[src/rtl/ms_reg_bank.sv]
// Word-wide universal register: hold, load, shift and up/down count with a
// registered terminal-count pulse on every wrap.
module ms_reg_bank #(
    parameter int               WIDTH       = 8,
    parameter logic [WIDTH-1:0] PRESET_VAL  = '1,
    parameter bit               AUTO_RELOAD = 1'b0
) (
    input  logic             clk,
    input  logic             clr,
    input  logic             prs,
    input  logic             ce,
    input  logic [1:0]       mode,
    input  logic             dir,
    input  logic [WIDTH-1:0] d,
    input  logic             sin,
    output logic [WIDTH-1:0] q,
    output logic [WIDTH-1:0] q_b,
    output logic             sout,
    output logic             tc
);

    typedef enum logic [1:0] {
        MODE_HOLD  = 2'b00,
        MODE_LOAD  = 2'b01,
        MODE_SHIFT = 2'b10,
        MODE_COUNT = 2'b11
    } mode_e;

    mode_e mode_sel;

    assign mode_sel = mode_e'(mode);

    // clr beats prs, both beat ce; tc is only ever set by a counting wrap
    always_ff @(posedge clk) begin
        if (clr) begin
            q  <= '0;
            tc <= 1'b0;
        end else if (prs) begin
            q  <= PRESET_VAL;
            tc <= 1'b0;
        end else if (!ce) begin
            tc <= 1'b0;
        end else begin
            case (mode_sel)
                MODE_HOLD: begin
                    tc <= 1'b0;
                end
                MODE_LOAD: begin
                    q  <= d;
                    tc <= 1'b0;
                end
                MODE_SHIFT: begin
                    q  <= dir ? {sin, q[WIDTH-1:1]} : {q[WIDTH-2:0], sin};
                    tc <= 1'b0;
                end
                MODE_COUNT: begin
                    if (!dir) begin
                        q  <= q + WIDTH'(1);
                        tc <= &q;
                    end else if (q != '0) begin
                        q  <= q - WIDTH'(1);
                        tc <= 1'b0;
                    end else begin
                        q  <= AUTO_RELOAD ? d : '1;
                        tc <= 1'b1;
                    end
                end
                default: begin
                    tc <= 1'b0;
                end
            endcase
        end
    end

    assign q_b  = ~q;
    assign sout = dir ? q[0] : q[WIDTH-1];

endmodule
[config.mk]
export PLATFORM = sky130hd
export DESIGN_NAME = ms_reg_bank
export DESIGN_NICKNAME = d
export VERILOG_FILES = /design/src/rtl/ms_reg_bank.sv
export SDC_FILE = /design/constraint.sdc
export NUM_CORES = 1
export LEC_CHECK = 0
export ABC_AREA = 1
export CAP_MARGIN = 20
export CORE_MARGIN = 2
export CORE_UTILIZATION = 50
export DETAILED_ROUTE_END_ITERATION = 8
export PLACE_DENSITY = 0.85
export SYNTH_ARGS = -nofsm -noshare
export SYNTH_HDL_FRONTEND = slang
export SYNTH_SLANG_ARGS = --single-unit
[constraint.sdc]
create_clock -name clk -period 3.7 [get_ports clk]
set_clock_uncertainty 0.1 [all_clocks]
set_input_delay 0.74 -clock clk [delete_from_list [all_inputs] [get_ports clk]]
set_output_delay 0.74 -clock clk [all_outputs]
set_load 0.02 [all_outputs]
==> metrics.cfg, run 1 <==
[run_status]
status=complete, no violations

[pwr]
p_per_area_mw_per_mm2=294
vdd_drop_max_mv=0.181
leakage_nw=0.627

[grt]
grt_max_degree=18
antenna_found_initial=0
grt_pass1_wl_mm=5.06
globalRouteOverflowTotal=0
grtUsageTotal=0.255
grt_pass1_vias=1154

[finish]
drive_gt1_frac=0.106
num_antenna_cells=0
fillers=183
fin_nets=230
syn_to_final_growth_pct=32.3

[floorplanning]
die_y_um=50.3
io_pins=34
core_mm2=0.00200
num_rows=16
dieArea_mm2=0.00253
die_w_um=50.3
initial_utilization=0.536

[synth]
ys_ff_latch=9
syn_avg_cell_area_um2=6.10
synth_cells=176
ys_warn_count=0
ys_seq_area_frac=0.168
yosys.cell_types.count=24
syn_area_mm2=0.00107
syn_nets=197

[detailed_routing]
ant_nets=0
routedWlPerCell_um=12.8
drc_errors=0
avgViaCountPerCell=5.48
wirelength_mm=3.00
vias=1287
drtPass1Iterations=5
drt_iter0_markers=47

[critical_path]
cpMostUsedCell=clkdlybuf4s50_1
slowest_delay_ns=0.63
crit_arrival_ns=2.01
crit_path_end_kind=primary output
path_max_fanout=3
cpLargestDelayFamily=buffers and inverters
crit_required_ns=2.86
path_cells=clkdlybuf4s50_1, nand2_1, o21ai_0, clkdlybuf4s50_1
cp-start-kind=primary input
critPathSlowestCell=clkdlybuf4s50_1
crit_type=in2out
critPathBufInv=2

[clocking]
clock-sinks=9
cts_tree=built
clkTransAtPathRegs_ns=0.06
root_buffer=clkbuf_4
cts_buffer_depth=2
clk_latency_ns=0.27
cts_buffers=3
ctsResizeCount=0
cts_hold_buffers=0
postCtsSetupRepairBufs=0
ctsHtreeMaxLevel=1

[hold_path]
hold_path.class=reg2reg

[timing]
hold_ws_ns=0.516
slew_viol_final=0
finalSetupViolations=0
rsz0062_at_grt=false
post-route-min-period_ns=2.85
finalCritPeriodShare=0.769
fmax_mhz=351
tightest_slew_ns=0.409
finalSetupTns_ns=0
slew_headroom=0.727
final_hold_viol_count=0

[placed_design]
gp_congestion=0.923
portBuffers=33
place_hpwl_mm=2.36

[job]
maxCapViolations=0

placed cells by master, fill, tap and decap left out:
cell type and count:
nor3_2 7, a31oi_4 1, nor2_4 2, a21oi_1 17, ha_1 5, clkbuf_4 3, clkbuf_1 1, clkdlybuf4s50_1 33
dfxtp_1 9, buf_4 1, nor2_1 23, o21ai_0 21, inv_1 24, inv_2 2, nand2_1 28, nand2_2 1
xor2_1 1, a21oi_2 1, o21ai_1 4, nand3_1 17, nand2_4 1, nand4_1 2, nor4_2 1, xnor2_1 1
nor2_2 2
per-layer routing:
metal	global-route usage	wire length [um]	vias up	part of all wire
met5	0	0	-	0
met4	0.0676	18	0	0.0060
met3	0.0327	209	5	0.070
met2	0.423	1480	52	0.49
met1	0.348	1290	587	0.43
li1	-	-	643	-
metrics by stage:
stage          setup WS [ns]  std cells  total power [mW]  cell area [um2]  utilization
6_report               0.854        235             0.418             1420        0.709
5_1_grt                0.824        235             0.447             1420        0.709
4_1_cts                0.852        235             0.418             1420        0.709
3_5_place_dp           0.860        231             0.337             1390        0.696
3_3_place_gp           0.850        231             0.332             1390        0.696
2_1_floorplan           1.32        176             0.261             1070            -
tightest hold or removal path: cells and delay by family, from the launching register on:
kind | cells | cell delay (ns)
AOI/OAI and AO/OA | 2 | 0.21
DFF | 1 | 0.36
path summary, 6_finish.rpt:
| path | end | slack [ns] | depth (start not counted) | from |
|---|---|---|---|---|
| worst max register to register | q[5]$_SDFFE_PP0P_ | 2.00 | 8 | q[0]$_SDFFE_PP0P_ |
| worst min-delay path | q[7]$_SDFFE_PP0P_ | 0.52 | 2 | q[7]$_SDFFE_PP0P_ |
| worst max-delay path | sout | 0.85 | 4 | dir |
| worst min register to register | q[7]$_SDFFE_PP0P_ | 0.52 | 2 | q[7]$_SDFFE_PP0P_ |
cells by family after synthesis:
family,count (synthesis),share of synthesized area
adders and majority gates,5,0.0583
xor gates and xnor gates,2,0.0163
AOI/OAI and AO/OA,44,0.224
buffers and inverters,32,0.139
DFF,9,0.168
and+or+nand+nor,84,0.395
report_power, final:
part | switching (mW) | internal (mW) | total [mW]
logic | 0.118 | 0.0882 | 0.206
clock network | 0.0399 | 0.0417 | 0.0816
registers | 0.0233 | 0.107 | 0.130
total | 0.181 | 0.237 | 0.418
area by class of cell:
class                      instances  area, um2  area share
multi-input combinational        135        744       0.524
timing repair buffer              34        338       0.238
sequential                         9        180       0.127
inverter                          26       97.6      0.0687
tap                               27       33.8      0.0238
clock buffer                       4       26.3      0.0185
state kept, by name, indices dropped and copies added, names as in the netlist:
name	flops
q	8
tc	1
synth_stat cells (all sizes together):
master	count	area, um2
xnor2	1	8.76
nor3	7	70.1
a31oi	1	21.3
ha	5	62.6
o21ai	25	125
buf	6	51.3
nor4	1	12.5
dfxtp	9	180
xor2	1	8.76
a21oi	18	93.8
nand4	2	12.5
nor2	27	121
nand3	17	85.1
nand2	30	123
inv	26	97.6
(Power assumes the default switching activity.)
==> run 2, diff against run 1 <==
--- a/config.mk
+++ b/config.mk
@@ -8,9 +8,9 @@
 export ABC_AREA = 1
 export CAP_MARGIN = 20
 export CORE_MARGIN = 2
-export CORE_UTILIZATION = 50
+export CORE_UTILIZATION = 46
 export DETAILED_ROUTE_END_ITERATION = 8
-export PLACE_DENSITY = 0.85
+export PLACE_DENSITY = 0.79
 export SYNTH_ARGS = -nofsm -noshare
 export SYNTH_HDL_FRONTEND = slang
 export SYNTH_SLANG_ARGS = --single-unit
==> constraint.sdc (replaced) <==
create_clock -name clk -period 2.9 [get_ports clk]
set_clock_uncertainty 0.1 [all_clocks]
set_input_delay 0.58 -clock clk [delete_from_list [all_inputs] [get_ports clk]]
set_output_delay 0.58 -clock clk [all_outputs]
set_load 0.02 [all_outputs]
==> metrics.cfg, run 2 (same netlist as run 1, synthesis figures left out) <==
[detailed_routing]
drt_iter0_markers=39  ; -17%
vias=1287  ; unchanged
wirelength_mm=3.04  ; +1.1%
routedWlPerCell_um=12.9  ; +0.67%
avgViaCountPerCell=5.45  ; -0.42%
drc_errors=0  ; unchanged
ant_nets=0  ; unchanged
drtPass1Iterations=4  ; -1

[finish]
syn_to_final_growth_pct=32.4  ; about the same
final_common_cell=clkdlybuf4s50_1
fin_nets=230  ; unchanged
final_cell_area_mm2=0.00142  ; about the same
num_antenna_cells=0  ; unchanged
final_cell_count_no_fill=236  ; +0.43%
final_cell_mix=clkdlybuf4s50_1 (33), nand2_1 (28), inv_1 (24)
largest_register=q
drive_gt1_frac=0.106  ; unchanged
largest_reg_flops=8  ; unchanged
top_regs=q (8), tc (1)

[clocking]
cts_hold_buffers=0  ; unchanged
cts_buffers=3  ; unchanged
clkTransAtPathRegs_ns=0.06  ; about the same
clk_latency_ns=0.28  ; about the same
cts_buffer_depth=2  ; unchanged
cts_tree=built
root_buffer=clkbuf_4
ctsResizeCount=0  ; unchanged
postCtsSetupRepairBufs=0  ; unchanged
ctsHtreeMaxLevel=1  ; unchanged
clock-sinks=9  ; unchanged

[timing]
finalCritPeriodShare=0.890
finalSetupTns_ns=0  ; unchanged
post-route-min-period_ns=2.58
slew_headroom=0.717  ; -0.0100
final_hold_viol_count=0  ; unchanged
tightest_slew_ns=0.424  ; +0.0150 ns
worst_slack_ns=0.318  ; -0.536 ns
rsz0062_at_grt=false
fmax_mhz=387
finalSetupViolations=0  ; unchanged
slew_viol_final=0  ; unchanged

[pwr]
vdd_drop_max_mv=0.228  ; +26%
p_per_area_mw_per_mm2=377  ; +28%
leakage_nw=0.627  ; unchanged
power_mw=0.535  ; +28%

[floorplanning]
core_mm2=0.00221  ; +10%
die_w_um=52.3  ; +3.9%
die_y_um=52.3  ; +3.9%
initial_utilization=0.485  ; -0.0510
dieArea_mm2=0.00274  ; +8.0%
num_rows=17  ; +1
io_pins=34  ; unchanged

[hold_path]
worstHoldPathCells=2  ; unchanged
min_to=q[7]$_SDFFE_PP0P_
hold_path.class=reg2reg
hp-start=q[7]$_SDFFE_PP0P_

[critical_path]
crit_arrival_ns=1.90  ; -0.11 ns
crit_required_ns=2.22  ; -0.64 ns
crit_path_end_kind=primary output
path_max_fanout=3  ; unchanged
r2r-end=q[3]$_SDFFE_PP0P_
reg2reg_depth=8  ; unchanged
ff2ff_setup_slack_ns=1.17  ; -0.83 ns
timing.rr.start=q[0]$_SDFFE_PP0P_
crit_type=in2out
cp-start-kind=primary input

[placed_design]
place_hpwl_mm=2.29  ; -2.8%
dp_slack_ns=0.360  ; -0.500 ns
dpl_cell_area_mm2=0.00140  ; about the same
gp_congestion=0.938  ; +1.6%
dp.cells=232  ; +0.43%
portBuffers=33  ; unchanged

[grt]
grtUsageTotal=0.243  ; -0.0121
grt_pass1_vias=1121  ; -2.9%
globalRouteOverflowTotal=0  ; unchanged
grt_pass1_wl_mm=5.01  ; -1.1%
antenna_found_initial=0  ; unchanged
grt_max_degree=18  ; unchanged

[run_status]
status=complete, no violations

[job]
maxCapViolations=0  ; unchanged

run 2: worst max-delay path by stage:
stage	start	to	slack, ns
2_1_floorplan	dir	sout	0.84
3_3_place_gp	dir	sout	0.36
3_5_place_dp	dir	sout	0.36
4_1_cts	dir	sout	0.32
5_1_grt	dir	sout	0.24
6_report	dir	sout	0.32
run 2: worst max-delay path, cell delays in order:
cell,delay [ns]
clkdlybuf4s50_1,0.44
o21ai_0,0.24
clkdlybuf4s50_1,0.65
run 2: area by class of cell:
type / instances / area [um2]
clock buffer: 4 / 26.3
inverter: 26 / 97.6
tap: 28 / 35.0
multi-input combinational: 135 / 744
sequential: 9 / 180
fill: 220 / 791
timing repair buffer: 34 / 338
run 2: layer usage:
layer  wire length (um)  global-route usage  share of wire  vias to the layer above
met5                  0                   0              0                        -
met4                 93               0.103          0.031                        0
met3                232              0.0314          0.076                       11
met2               1430               0.379           0.47                       56
met1               1280               0.333           0.42                      576
li1                   -                   -              -                      644
run 2: power breakdown:
part	leakage, nW	internal [mW]	switching, mW
Combinational	0.537	0.112	0.150
Sequential	0.0750	0.136	0.0300
Clock	0.0150	0.0534	0.0537
run 2: per-stage QoR:
stage	hold WS (ns)	utilization
after global routing	0.566	0.643
after detailed placement	0.502	0.631
final	0.521	0.643
after CTS	0.511	0.643
after global placement	0.496	0.631
after floorplan	0.548	-
==> run 3, diff against run 2 <==
--- a/config.mk
+++ b/config.mk
@@ -8,9 +8,10 @@
 export ABC_AREA = 1
 export CAP_MARGIN = 20
 export CORE_MARGIN = 2
-export CORE_UTILIZATION = 46
+export CORE_UTILIZATION = 48
+export CTS_BUF_LIST = sky130_fd_sc_hd__clkbuf_2 sky130_fd_sc_hd__clkbuf_4 sky130_fd_sc_hd__clkbuf_8
 export DETAILED_ROUTE_END_ITERATION = 8
-export PLACE_DENSITY = 0.79
+export PLACE_DENSITY = 0.82
 export SYNTH_ARGS = -nofsm -noshare
 export SYNTH_HDL_FRONTEND = slang
 export SYNTH_SLANG_ARGS = --single-unit
==> metrics.cfg, run 3 (same netlist as run 1, synthesis figures left out) <==
[finish]
drive_gt1_frac=0.111  ; +0.00481
final_cell_mix=clkdlybuf4s50_1 (33), nand2_1 (28), inv_1 (24)
largest_register=q
final_util=0.657  ; +0.0143
largest_reg_flops=8  ; unchanged
top_regs=q (8), tc (1)
fin_nets=230  ; unchanged
final_common_cell=clkdlybuf4s50_1
syn_to_final_growth_pct=32.8
num_antenna_cells=0  ; unchanged
final_cell_area_mm2=0.00143  ; +0.26%

[clocking]
ctsHtreeMaxLevel=1  ; unchanged
cts_buffers=3  ; unchanged
clock-sinks=9  ; unchanged
cts_tree=built
clk_latency_ns=0.27  ; about the same
ctsResizeCount=0  ; unchanged
cts_buffer_depth=2  ; unchanged
clkTransAtPathRegs_ns=0.07  ; about the same
cts_hold_buffers=0  ; unchanged
postCtsSetupRepairBufs=0  ; unchanged
root_buffer=clkbuf_4

[placed_design]
portBuffers=33  ; unchanged
place_hpwl_mm=2.34  ; +2.1%
gp_congestion=0.905  ; -3.6%
dpl_cell_area_mm2=0.00140  ; unchanged

[job]
maxCapViolations=0  ; unchanged

[detailed_routing]
vias=1299  ; +0.93%
drtPass1Iterations=4  ; unchanged
ant_nets=0  ; unchanged
drt_iter0_markers=53  ; +36%
routedWlPerCell_um=13.2  ; +2.4%
wirelength_mm=3.11  ; +2.4%
avgViaCountPerCell=5.50  ; +0.93%
drc_errors=0  ; unchanged

[critical_path]
crit_arrival_ns=1.85  ; -0.05 ns
crit_type=in2out
cpMostUsedCell=clkdlybuf4s50_1
path_max_fanout=3  ; unchanged
crit_required_ns=2.22  ; about the same
crit_path_end_kind=primary output
path_cells=clkdlybuf4s50_1, nand2_1, o21ai_0, clkdlybuf4s50_1
ff2ff_setup_slack_ns=1.17  ; about the same
cpLargestDelayFamily=buffers and inverters
critPathSlowestCell=clkdlybuf4s50_1
slowest_delay_ns=0.63  ; -0.02 ns
cp-start-kind=primary input
critPathBufInv=2  ; unchanged

[floorplanning]
num_rows=17  ; unchanged
die_w_um=51.3  ; -1.9%
initial_utilization=0.495  ; +0.00952
die_y_um=51.3  ; -1.9%
dieArea_mm2=0.00263  ; -3.9%
io_pins=34  ; unchanged
core_mm2=0.00217  ; -1.9%

[timing]
fmax_mhz=395  ; +1.9%
finalSetupTns_ns=0  ; unchanged
final_hold_viol_count=0  ; unchanged
slew_viol_final=0  ; unchanged
rsz0062_at_grt=false
post-route-min-period_ns=2.53  ; -0.0488 ns
tightest_slew_ns=0.412  ; -0.0124 ns
slew_headroom=0.725  ; +0.00829
finalSetupViolations=0  ; unchanged
finalCritPeriodShare=0.873  ; -0.0168

[pwr]
p_per_area_mw_per_mm2=382  ; +1.4%
leakage_nw=0.630  ; +0.55%
vdd_drop_max_mv=0.278  ; +22%

[grt]
grt_pass1_vias=1175  ; +4.8%
grt_max_degree=18  ; unchanged
grt_pass1_wl_mm=5.18  ; +3.4%
grtUsageTotal=0.257  ; +0.0134
antenna_found_initial=0  ; unchanged
globalRouteOverflowTotal=0  ; unchanged

[hold_path]
hold_path.class=reg2reg

[run_status]
status=complete, no violations

==> run 3: path summary, 6_finish.rpt <==
path,startpoint,cells past startpoint,to
worst max register to register,q[0]$_SDFFE_PP0P_,8,q[6]$_SDFFE_PP0P_
worst min register to register,q[0]$_SDFFE_PP0P_,2,q[0]$_SDFFE_PP0P_
worst min-delay path,q[0]$_SDFFE_PP0P_,2,q[0]$_SDFFE_PP0P_
worst max-delay path,dir,4,sout
==> run 3: area by class of cell <==
type                       instances  area [um2]
inverter                          26        97.6
clock buffer                       4        30.0
fill                             207         744
sequential                         9         180
timing repair buffer              34         338
tap                               28        35.0
multi-input combinational        135         744
==> run 3: worst register-to-register path, stage by stage, from the launching register on <==
cell	delay, ns
dfxtp_1	0.46
inv_1	0.19
ha_1	0.24
nand2_1	0.10
nor2_4	0.06
nor2_4	0.19
nand2_1	0.09
nand3_1	0.10
a21oi_1	0.08
==> run 3: layer usage <==
metal	vias up	wire length [um]	track usage
met5	-	0	0
met4	0	35	0.0746
met2	64	1540	0.444
met3	6	256	0.0322
li1	640	-	-
met1	589	1280	0.332
==> run 3: power breakdown <==
group          switching [mW]  total, mW  internal (mW)  leakage [nW]
clock network          0.0511      0.114         0.0627        0.0184
logic                   0.151      0.263          0.112         0.537
registers              0.0313      0.167          0.136        0.0750
total                   0.233      0.544          0.311         0.630
==> run 3: per-stage QoR <==
step / total power [mW] / setup WS (ns) / std cells / hold WS [ns]
2_1_floorplan: 0.332 / 0.841 / 176 / 0.548
3_3_place_gp: 0.425 / 0.363 / 232 / 0.508
3_5_place_dp: 0.429 / 0.382 / 232 / 0.547
4_1_cts: 0.541 / 0.365 / 236 / 0.551
5_1_grt: 0.580 / 0.314 / 236 / 0.602
6_report: 0.544 / 0.367 / 236 / 0.559
